**src/rtl/mtr_ramp_ctrl.sv**
```systemverilog
// rtl/mtr_ramp_ctrl.sv - dual-side motor speed ramp controller with emergency stop
//
// Purpose:
//   Accepts left/right target speeds and slews the registered motor speeds
//   toward them by STEP once every TICK_DIV clocks. An emergency stop
//   overrides everything, clears the targets and slews both sides to zero
//   at 4*STEP per tick.
//
// Build option:
//   MTR_RAMP_CLAMP_EN - when defined, captured targets saturate to +/-MAX_SPD.
//
// Ports:
//   clk       in   1   rising-edge clock
//   rst       in   1   synchronous active-high reset
//   cmd_vld   in   1   target command present
//   cmd_rdy   out  1   command can be accepted (low in ESTOP)
//   tgt_lft   in  11   signed left target speed
//   tgt_rght  in  11   signed right target speed
//   estop     in   1   level-sensitive emergency stop
//   lft_spd   out 11   registered signed left speed
//   rght_spd  out 11   registered signed right speed
//   ramping   out  1   high in RAMP or ESTOP
//   at_tgt    out  1   high in IDLE with both speeds on target
module mtr_ramp_ctrl #(
  parameter int STEP     = 8,
  parameter int TICK_DIV = 512,
  parameter int MAX_SPD  = 1000
) (
  input  logic        clk,
  input  logic        rst,
  input  logic        cmd_vld,
  output logic        cmd_rdy,
  input  logic [10:0] tgt_lft,
  input  logic [10:0] tgt_rght,
  input  logic        estop,
  output logic [10:0] lft_spd,
  output logic [10:0] rght_spd,
  output logic        ramping,
  output logic        at_tgt
);

  localparam logic [1:0] IDLE  = 2'd0;
  localparam logic [1:0] RAMP  = 2'd1;
  localparam logic [1:0] ESTOP = 2'd2;

  localparam int              CW       = $clog2(TICK_DIV);
  localparam logic [CW-1:0]   CNT_LAST = CW'(TICK_DIV - 1);
  localparam logic signed [11:0] RAMP_MAG = 12'(STEP);
  localparam logic signed [11:0] STOP_MAG = 12'(4 * STEP);

  // Elaboration-time guard on the parameter ranges the design is built for.
  if (TICK_DIV < 2 || TICK_DIV > 4096) begin : gBadTickDiv
    $error("mtr_ramp_ctrl: TICK_DIV out of range 2..4096");
  end
  if (MAX_SPD < 1 || MAX_SPD > 1023) begin : gBadMaxSpd
    $error("mtr_ramp_ctrl: MAX_SPD out of range 1..1023");
  end

  // One slew step: 12-bit signed math so the widest difference (-2047)
  // fits, and the result never overshoots the target, so it cannot wrap.
  function automatic logic [10:0] stepToward(input logic [10:0] cur,
                                             input logic [10:0] tgt,
                                             input logic signed [11:0] mag);
    logic signed [11:0] curW, tgtW, diff, absDiff;
    curW    = {cur[10], cur};
    tgtW    = {tgt[10], tgt};
    diff    = tgtW - curW;
    absDiff = (diff < 0) ? -diff : diff;
    if (absDiff <= mag)
      return tgt;
    else if (diff < 0)
      return 11'(curW - mag);
    else
      return 11'(curW + mag);
  endfunction

`ifdef MTR_RAMP_CLAMP_EN
  localparam logic signed [11:0] MAX_W = 12'(MAX_SPD);
  function automatic logic [10:0] capTgt(input logic [10:0] t);
    logic signed [11:0] w;
    w = {t[10], t};
    if (w > MAX_W)
      return MAX_W[10:0];
    else if (w < -MAX_W)
      return 11'(-MAX_W);
    else
      return t;
  endfunction
`else
  function automatic logic [10:0] capTgt(input logic [10:0] t);
    return t;
  endfunction
`endif

  logic [1:0]    state, nextState;
  logic [CW-1:0] tickCnt;
  logic [10:0]   tgtLft, tgtRght;
  logic [10:0]   capLft, capRght, nextTgtLft, nextTgtRght;
  logic [10:0]   stepLft, stepRght, nextLft, nextRght;
  logic          cmdAccept, tickEnd, isStep;

  assign cmd_rdy = (state != ESTOP);
  assign ramping = (state == RAMP) || (state == ESTOP);
  assign at_tgt  = (state == IDLE) && (lft_spd == tgtLft) && (rght_spd == tgtRght);

  // estop on the same edge cancels the command.
  assign cmdAccept   = cmd_vld && cmd_rdy && !estop;
  assign capLft      = capTgt(tgt_lft);
  assign capRght     = capTgt(tgt_rght);
  assign nextTgtLft  = cmdAccept ? capLft  : tgtLft;
  assign nextTgtRght = cmdAccept ? capRght : tgtRght;

  assign tickEnd  = (tickCnt == CNT_LAST);
  assign isStep   = (state != IDLE) && tickEnd;
  assign stepLft  = (state == ESTOP) ? stepToward(lft_spd,  11'd0, STOP_MAG)
                                     : stepToward(lft_spd,  tgtLft,  RAMP_MAG);
  assign stepRght = (state == ESTOP) ? stepToward(rght_spd, 11'd0, STOP_MAG)
                                     : stepToward(rght_spd, tgtRght, RAMP_MAG);
  assign nextLft  = isStep ? stepLft  : lft_spd;
  assign nextRght = isStep ? stepRght : rght_spd;

  always_comb begin
    nextState = state;
    if (estop) begin
      nextState = ESTOP;
    end else begin
      case (state)
        IDLE:
          if (cmdAccept && (capLft != lft_spd || capRght != rght_spd))
            nextState = RAMP;
        RAMP:
          // Done is judged against a target replaced on this same edge.
          if (isStep && nextLft == nextTgtLft && nextRght == nextTgtRght)
            nextState = IDLE;
        ESTOP:
          if (lft_spd == 11'd0 && rght_spd == 11'd0)
            nextState = IDLE;
        default:
          nextState = IDLE;
      endcase
    end
  end

  always_ff @(posedge clk) begin
    if (rst) begin
      state    <= IDLE;
      tickCnt  <= '0;
      tgtLft   <= '0;
      tgtRght  <= '0;
      lft_spd  <= '0;
      rght_spd <= '0;
    end else begin
      state <= nextState;
      // Held at zero through IDLE so the first step lands TICK_DIV clocks
      // after acceptance; a retarget in RAMP leaves the phase untouched.
      if (state == IDLE || nextState == IDLE)
        tickCnt <= '0;
      else if (tickEnd)
        tickCnt <= '0;
      else
        tickCnt <= CW'(tickCnt + 1'b1);
      if (estop) begin
        tgtLft  <= '0;
        tgtRght <= '0;
      end else if (cmdAccept) begin
        tgtLft  <= capLft;
        tgtRght <= capRght;
      end
      lft_spd  <= nextLft;
      rght_spd <= nextRght;
    end
  end

endmodule

```
**config.mk**
```make
export PLATFORM = sky130hd
export DESIGN_NAME = mtr_ramp_ctrl
export DESIGN_NICKNAME = d
export VERILOG_FILES = /design/src/rtl/mtr_ramp_ctrl.sv
export SDC_FILE = /design/constraint.sdc
export NUM_CORES = 1
export LEC_CHECK = 0
export BUFFER_PORTS_ARGS = -buffer_cell sky130_fd_sc_hd__buf_2
export CAP_MARGIN = 20
export CORE_MARGIN = 3
export CORE_UTILIZATION = 63
export DETAILED_ROUTE_END_ITERATION = 16
export GPL_TIMING_DRIVEN = 0
export PLACE_DENSITY_LB_ADDON = 0.12
export SLEW_MARGIN = 20
export SYNTH_ARGS = -nofsm -noshare
export SYNTH_HDL_FRONTEND = slang
export SYNTH_SLANG_ARGS = --single-unit
export TNS_END_PERCENT = 5
```
**constraint.sdc**
```tcl
create_clock -name clk -period 6.2 [get_ports clk]
set_input_delay 0.31 -clock clk [delete_from_list [all_inputs] [get_ports clk]]
set_output_delay 0.31 -clock clk [all_outputs]
set_load 0.05 [all_outputs]
```
==> metrics.md, run 1 <==
| Metric | Value |
|---|---|
| Post-Synthesis Cell Area | `8000 um^2` |
| Synth Instances | `1109` |
| Hold_buf cts | `0` |
| WL per Instance | `21.6 um` |
| GP Congestion | `1.02` |
| Fmax | `167 MHz` |
| All-Layer GR Usage | `0.391` |
| Initial Utilization | `0.655` |
| Final hold violation count | `0` |
| Worst slew pin tran | `1.03 ns` |
| Met1 Use GR | `0.560` |
| Mux contribution to synthesized area | `0.0580` |
| Initial antenna violation count | `0` |
| Worst vdd ir | `0.000168 V` |
| Area of the core | `12200 um^2` |
| First-pass GRT wire length | `44500 um` |
| WS Path Type | `flop to flop` |
| DP Wirelength | `22500 um` |
| Synth Net Count | `1191` |
| Setup Skew | `0.00550 ns` |
| Avg Cell Area, Syn | `7.22 um^2` |
| Async S/R FF share, synth | `0` |
| Max-cap viol count | `0` |
| Initial DRC count | `1636` |
| Post-Synth Simple-Gate Area | `0.286` |
| Layout cells sized above 1 | `0.0943` |
| Post-Synth Adder-Cell Area | `0.0932` |
| #FFs+latches synth | `55` |
| CP max-delay cell | `dfxtp_1` |
| Tmin final | `5.99 ns` |
| Post-synthesis cell type count | `94` |
| Met3 usage | `0.105` |
| Final non-filler cell total | `1335` |
| Clk slew on worst S/H paths | `0.08 ns` |
| EDFF count, synth | `0` |
| CTS sink cnt | `55` |
| Final Instance Area | `8650 um^2` |
| Max Slew Vio Count | `0` |
| Top-level port count | `51` |
| Row count | `40` |
| Area after DPL | `8460 um^2` |
| Vias in the first global route | `8377` |
| Xor/xnor share of the synthesized area | `0.0897` |
| Avg Vias per Cell | `7.02` |
| Largest family of logic cells by synthesized area | `simple AND/OR/NAND/NOR gates` |
| Clk Latency, worst-skew pair | `0.31 ns` |
| Synth Flop Type | `dfxtp_1` |
| Layout area overhead | `8.05%` |
| Max FO, Critical Path | `10` |
| Fin crit share | `0.966` |
| RR Startpoint | `rght_spd[5]` |
| CP bufs+invs | `3` |
| Synth warn | `0` |
| Worst path arrival time | `6.18 ns` |
| Final setup violation count | `0` |
| Drc violations | `0` |
| CTS tree | `built` |
| Cells after DPL | `1327` |
| CTS buffer count | `5` |
| Largest delay share family, worst path | `compound AO/OA/AOI/OAI gates` |
| Final wirelength | `28900 um` |
| Worst hold path type | `primary input to flop` |
| Die footprint | `14100 um^2` |
| Number of port buffers | `50` |
| Seq/Total Area, Yosys | `0.138` |
| Setup_tns | `0 ns` |
| CP Cell Sequence | `clkbuf_1 -> inv_1 -> ha_1 -> a21oi_1 -> nand2_1 -> o21ai_0 -> o21a_1 -> inv_2 -> a211o_1 -> a221oi_1 -> a21o_1 -> nand2_1 -> mux2_2 -> a311o_1 -> a2111oi_0 -> and4_1 -> a31oi_1` |
| Pin count of the biggest net entering global routing | `18` |
| Grt total ovfl | `0` |
| Req. time, crit path | `6.39 ns` |
| RSZ-0062 raised after global routing | `no` |
| Status | `finished clean` |
| Rel. slew slack | `0.305` |
| CP peak stage delay | `0.48 ns` |
| Max Root-Sink Buffers | `2` |
| Drt pass-1 iters | `5` |
| GRT Max-Usage Layer | `met2` |
| Synth Area in Compound Gates | `0.281` |
| Leak pwr | `3.84 nW` |
| Pwr dens | `138 nW/um^2` |
| Most frequent CP cell | `nand2_1` |
| Crit. End Element | `flop` |
| DIE WIDTH | `119 um` |
| Worst setup SP type | `flop` |
| Hold path startpoint | `rst` |
| Nets | `1248` |
| Grt met2 use | `0.573` |
| Remaining antenna violation count | `0` |
| N_diodes | `0` |
| Die height | `119 um` |
| Finished Core Util | `0.708` |
| # H-tree levels | `2` |
| Crit path from | `rght_spd[5]` |
| Clk root buf | `clkbuf_16` |
| Via count | `9372` |
## cells in the final DEF (no fill, tap or decap), drive strengths merged, types with 26 or more instances in the layout
master    n
nor2    119
nand2   101
a21oi    77
buf      65
dfxtp    55
ha       50
inv      49
clkbuf   47
o21ai    44
xnor2    44
xor2     38
mux2i    34
nand3    29
nor3     27
a211oi   27
a21o     26
## metrics by stage
step	setup WS [ns]	total power, mW	hold slack, ns
after CTS	0.352	1.17	0.278
after floorplan	1.12	0.711	0.382
after global routing	0.00307	1.23	0.311
after detailed placement	0.353	0.823	0.446
after global placement	0.413	0.818	0.429
final	0.212	1.20	0.297
## final timing paths
check | end | slack (ns) | cells past startpoint
hold reg to reg | tickCnt[0] | 0.46 | 1
setup / recovery | state[0] | 0.21 | 17
hold / removal | rght_spd[2] | 0.30 | 2
setup reg to reg | state[0] | 0.21 | 17
## report_power, final
| part | switching, mW | total (mW) | internal (mW) | leakage, nW |
|---|---|---|---|---|
| combinational | 0.299 | 0.476 | 0.176 | 3.31 |
| sequential | 0.00645 | 0.364 | 0.357 | 0.444 |
| clock | 0.154 | 0.358 | 0.204 | 0.0875 |
| total | 0.460 | 1.20 | 0.738 | 3.84 |
## routing by layer
metal	vias up	wire, um
met5	-	0
met3	88	4060
li1	4223	-
met2	696	12100
met4	0	871
met1	4365	11800
## synthesized netlist by cell type, types with 10 or more instances
library cell / number / area [um^2]
a211oi_1: 26 / 195
a21o_1: 26 / 195
a21oi_1: 75 / 375
a22oi_1: 11 / 82.6
and3_1: 17 / 106
clkbuf_1: 40 / 150
dfxtp_1: 55 / 1100
ha_1: 50 / 626
inv_1: 47 / 176
mux2_2: 10 / 113
mux2i_1: 34 / 340
nand2_1: 101 / 379
nand2b_1: 17 / 106
nand3_1: 29 / 145
nand4_1: 22 / 138
nor2_1: 119 / 447
nor2b_1: 20 / 125
nor3_1: 26 / 130
nor3b_1: 10 / 75.1
nor4_1: 23 / 144
o21a_1: 10 / 75.1
o21ai_0: 44 / 220
or3_1: 10 / 62.6
xnor2_1: 44 / 385
xor2_1: 38 / 333
## state kept, by name (all words and copies together) (netlist names)
register and count:
tgtLft 11, state 2, tickCnt 9, rght_spd 11, tgtRght 11, lft_spd 11
## logic make-up after synthesis
| family | count (synthesis) |
|---|---|
| simple gates | 447 |
| compound gates | 317 |
| buf+inv | 107 |
| xor+xnor | 82 |
| fa+ha+maj | 56 |
| flops | 55 |
| mux | 45 |
## repair_timing
item,CTS,global route
endpoints found under the setup margin,0,2
resized for setup,0,1
buffers inserted,0,0
## area by class of cell
type / count / area, um^2
multi-input combinational: 947 / 6470
fill: 1137 / 3560
sequential: 55 / 1100
timing repair buffer: 50 / 250
buffer: 56 / 244
tap: 168 / 210
inverter: 51 / 191
clock buffer: 6 / 139
clock inverter: 2 / 38.8
No activity file was read; power rests on OpenSTA's default activity.
==> inputs of run 2 (changes only) <==
--- a/config.mk
+++ b/config.mk
@@ -8,7 +8,8 @@
 export BUFFER_PORTS_ARGS = -buffer_cell sky130_fd_sc_hd__buf_2
 export CAP_MARGIN = 20
 export CORE_MARGIN = 3
-export CORE_UTILIZATION = 63
+export CORE_UTILIZATION = 64
+export CTS_BUF_LIST = sky130_fd_sc_hd__clkbuf_8
 export DETAILED_ROUTE_END_ITERATION = 16
 export GPL_TIMING_DRIVEN = 0
 export PLACE_DENSITY_LB_ADDON = 0.12
==> metrics.md, run 2 (synthesized netlist as in run 1, its figures left out) <==
| Metric | Value |
|---|---|
| Most frequent CP cell | `mux2i_1` |
| Grt total ovfl | `0 (unchanged)` |
| CTS sink cnt | `55 (unchanged)` |
| Max-cap viol count | `0 (unchanged)` |
| Leak pwr | `3.80 nW (-0.95%)` |
| Max FO, Critical Path | `10 (unchanged)` |
| Pwr dens | `124 nW/um^2 (-11%)` |
| Most frequent cells in the layout | `nor2_1, nand2_1, a21oi_1` |
| Die height | `118 um (-0.75%)` |
| WL per Instance | `20.9 um (-3.2%)` |
| Drc violations | `0 (unchanged)` |
| Cells after DPL | `1327 (unchanged)` |
| CP peak stage delay | `0.54 ns (+0.06 ns)` |
| CTS buffer count | `5 (unchanged)` |
| Met3 usage | `0.106 (+0.000455)` |
| Status | `finished clean` |
| Pin count of the biggest net entering global routing | `19 (+1)` |
| Commonest non-fill, non-tap cell in the layout | `nor2_1` |
| CTS tree | `built` |
| Worst setup SP type | `flop` |
| Rel. slew slack | `0.333 (+0.0278)` |
| Req. time, crit path | `6.42 ns (+0.03 ns)` |
| Remaining antenna violation count | `0 (unchanged)` |
| GP Congestion | `1.04 (+2.6%)` |
| Fmax | `167 MHz (-0.20%)` |
| Final hold violation count | `0 (unchanged)` |
| Clk Latency, worst-skew pair | `0.33 ns (+0.02 ns)` |
| Max Root-Sink Buffers | `2 (unchanged)` |
| Row count | `40 (unchanged)` |
| Layout cells sized above 1 | `0.0968 (+0.00257)` |
| Setup Skew | `0.00690 ns (+0.00140 ns)` |
| RSZ-0062 raised after global routing | `no` |
| First-pass GRT wire length | `43600 um (-2.2%)` |
| Post-CTS Setup Bufs | `0 (unchanged)` |
| GRT Max-Usage Layer | `met2` |
| Fin crit share | `0.968 (+0.00194)` |
| CP max-delay cell | `nor3b_1` |
| Layout area overhead | `7.04%` |
| Initial Utilization | `0.661 (+0.00542)` |
| CP Cell Sequence | `clkbuf_1 -> inv_1 -> ha_1 -> buf_2 -> nand4_1 -> nor3b_1 -> nand2_1 -> and3_1 -> or4_4 -> or3b_1 -> and4_4 -> buf_6 -> a21oi_4 -> mux2i_1 -> mux2i_1 -> a2111oi_0 -> and4_1 -> a31oi_1` |
| Worst slew pin tran | `0.976 ns (-0.0580 ns)` |
| Max Slew Vio Count | `0 (unchanged)` |
| Worst hold path type | `primary input to flop` |
| Initial DRC count | `1390 (-15%)` |
| Via count | `9149 (-2.4%)` |
| Vias in the first global route | `8234 (-1.7%)` |
| Setup_tns | `0 ns (unchanged)` |
| All-Layer GR Usage | `0.383 (-0.00767)` |
| Met1 Use GR | `0.541 (-0.0193)` |
| Final setup violation count | `0 (unchanged)` |
| Crit. End Element | `flop` |
| # H-tree levels | `2 (unchanged)` |
| Clk root buf | `clkbuf_8` |
| N_diodes | `0 (unchanged)` |
| Worst vdd ir | `0.0000961 V (-43%)` |
| Area of the core | `12100 um^2 (-0.82%)` |
| Final non-filler cell total | `1335 (unchanged)` |
| Drt pass-1 iters | `6 (+1)` |
| Avg Vias per Cell | `6.85 (-2.4%)` |
| DP Wirelength | `22000 um (-2.1%)` |
| Initial antenna violation count | `0 (unchanged)` |
| Clk slew on worst S/H paths | `0.11 ns (+0.03 ns)` |
| Final wirelength | `27900 um (-3.2%)` |
| Top-level port count | `51 (unchanged)` |
| Die footprint | `13900 um^2 (-1.5%)` |
| WS Path Type | `flop to flop` |
| Nets | `1248 (unchanged)` |
| Worst path arrival time | `6.22 ns (+0.04 ns)` |
| DIE WIDTH | `118 um (-0.75%)` |
| Fillers | `1106 (-2.7%)` |
| Grt met2 use | `0.562 (-0.0107)` |
| Number of port buffers | `50 (unchanged)` |
| Tmin final | `6.00 ns (+0.0120 ns)` |
## run 2: changes by cell type in the layout (fill, tap and decap cells not counted), sizes merged
cell / change
bufinv: -1
clkinvlp: +2
clkbuf: -1
## run 2: layer usage
metal	wire [um]	part of all wire
met1	11700	0.42
met2	11500	0.41
met3	3830	0.14
met4	901	0.032
met5	0	0
## run 2: critical path: cells and delay by family, from the launching register on
family	cells	cell delay [ns]
mux	2	0.49
compound gates	3	0.98
fa+ha+maj	1	0.36
buf+inv	4	1.07
flops	1	0.49
simple gates	8	2.49
## run 2: path summary, 6_finish.rpt
check	start	slack, ns	cells after the start	to
worst min register to register	tickCnt[0]	0.45	1	tickCnt[0]
worst min-delay path	tgt_lft[4]	0.27	3	tgtLft[4]
worst max-delay path	lft_spd[6]	0.20	18	state[0]
worst max register to register	lft_spd[6]	0.20	18	state[0]
## run 2: what timing repair did
action | CTS | global route
hold buffers | 0 | 0
gates resized for setup | 0 | 8
setup endpoints to repair | 0 | 2
## run 2: area by class of cell
| cell class | instances | area (um^2) | share of cell area |
|---|---|---|---|
| multi-input combinational | 947 | 6470 | 0.756 |
| sequential | 55 | 1100 | 0.129 |
| timing repair buffer | 50 | 250 | 0.0292 |
| buffer | 56 | 248 | 0.0289 |
| tap | 168 | 210 | 0.0245 |
| inverter | 51 | 191 | 0.0223 |
| clock buffer | 5 | 68.8 | 0.00803 |
| clock inverter | 3 | 23.8 | 0.00278 |
## run 2: where the power goes
| group | internal (mW) | total [mW] | switching (mW) |
|---|---|---|---|
| Sequential | 0.358 | 0.364 | 0.00621 |
| Combinational | 0.176 | 0.474 | 0.298 |
| Clock | 0.0814 | 0.221 | 0.140 |
| Total | 0.615 | 1.06 | 0.444 |
## run 2: metrics by stage
stage / power [mW] / setup slack (ns) / hold WS [ns] / utilization / area [um^2]
finish: 1.06 / 0.200 / 0.267 / 0.707 / 8570
global route: 1.10 / 0.0129 / 0.272 / 0.707 / 8570
CTS: 1.04 / 0.344 / 0.258 / 0.706 / 8560
detailed placement: 0.824 / 0.396 / 0.437 / 0.699 / 8460
global placement: 0.818 / 0.366 / 0.431 / 0.699 / 8460
floorplan: 0.711 / 1.12 / 0.382 / - / 8000
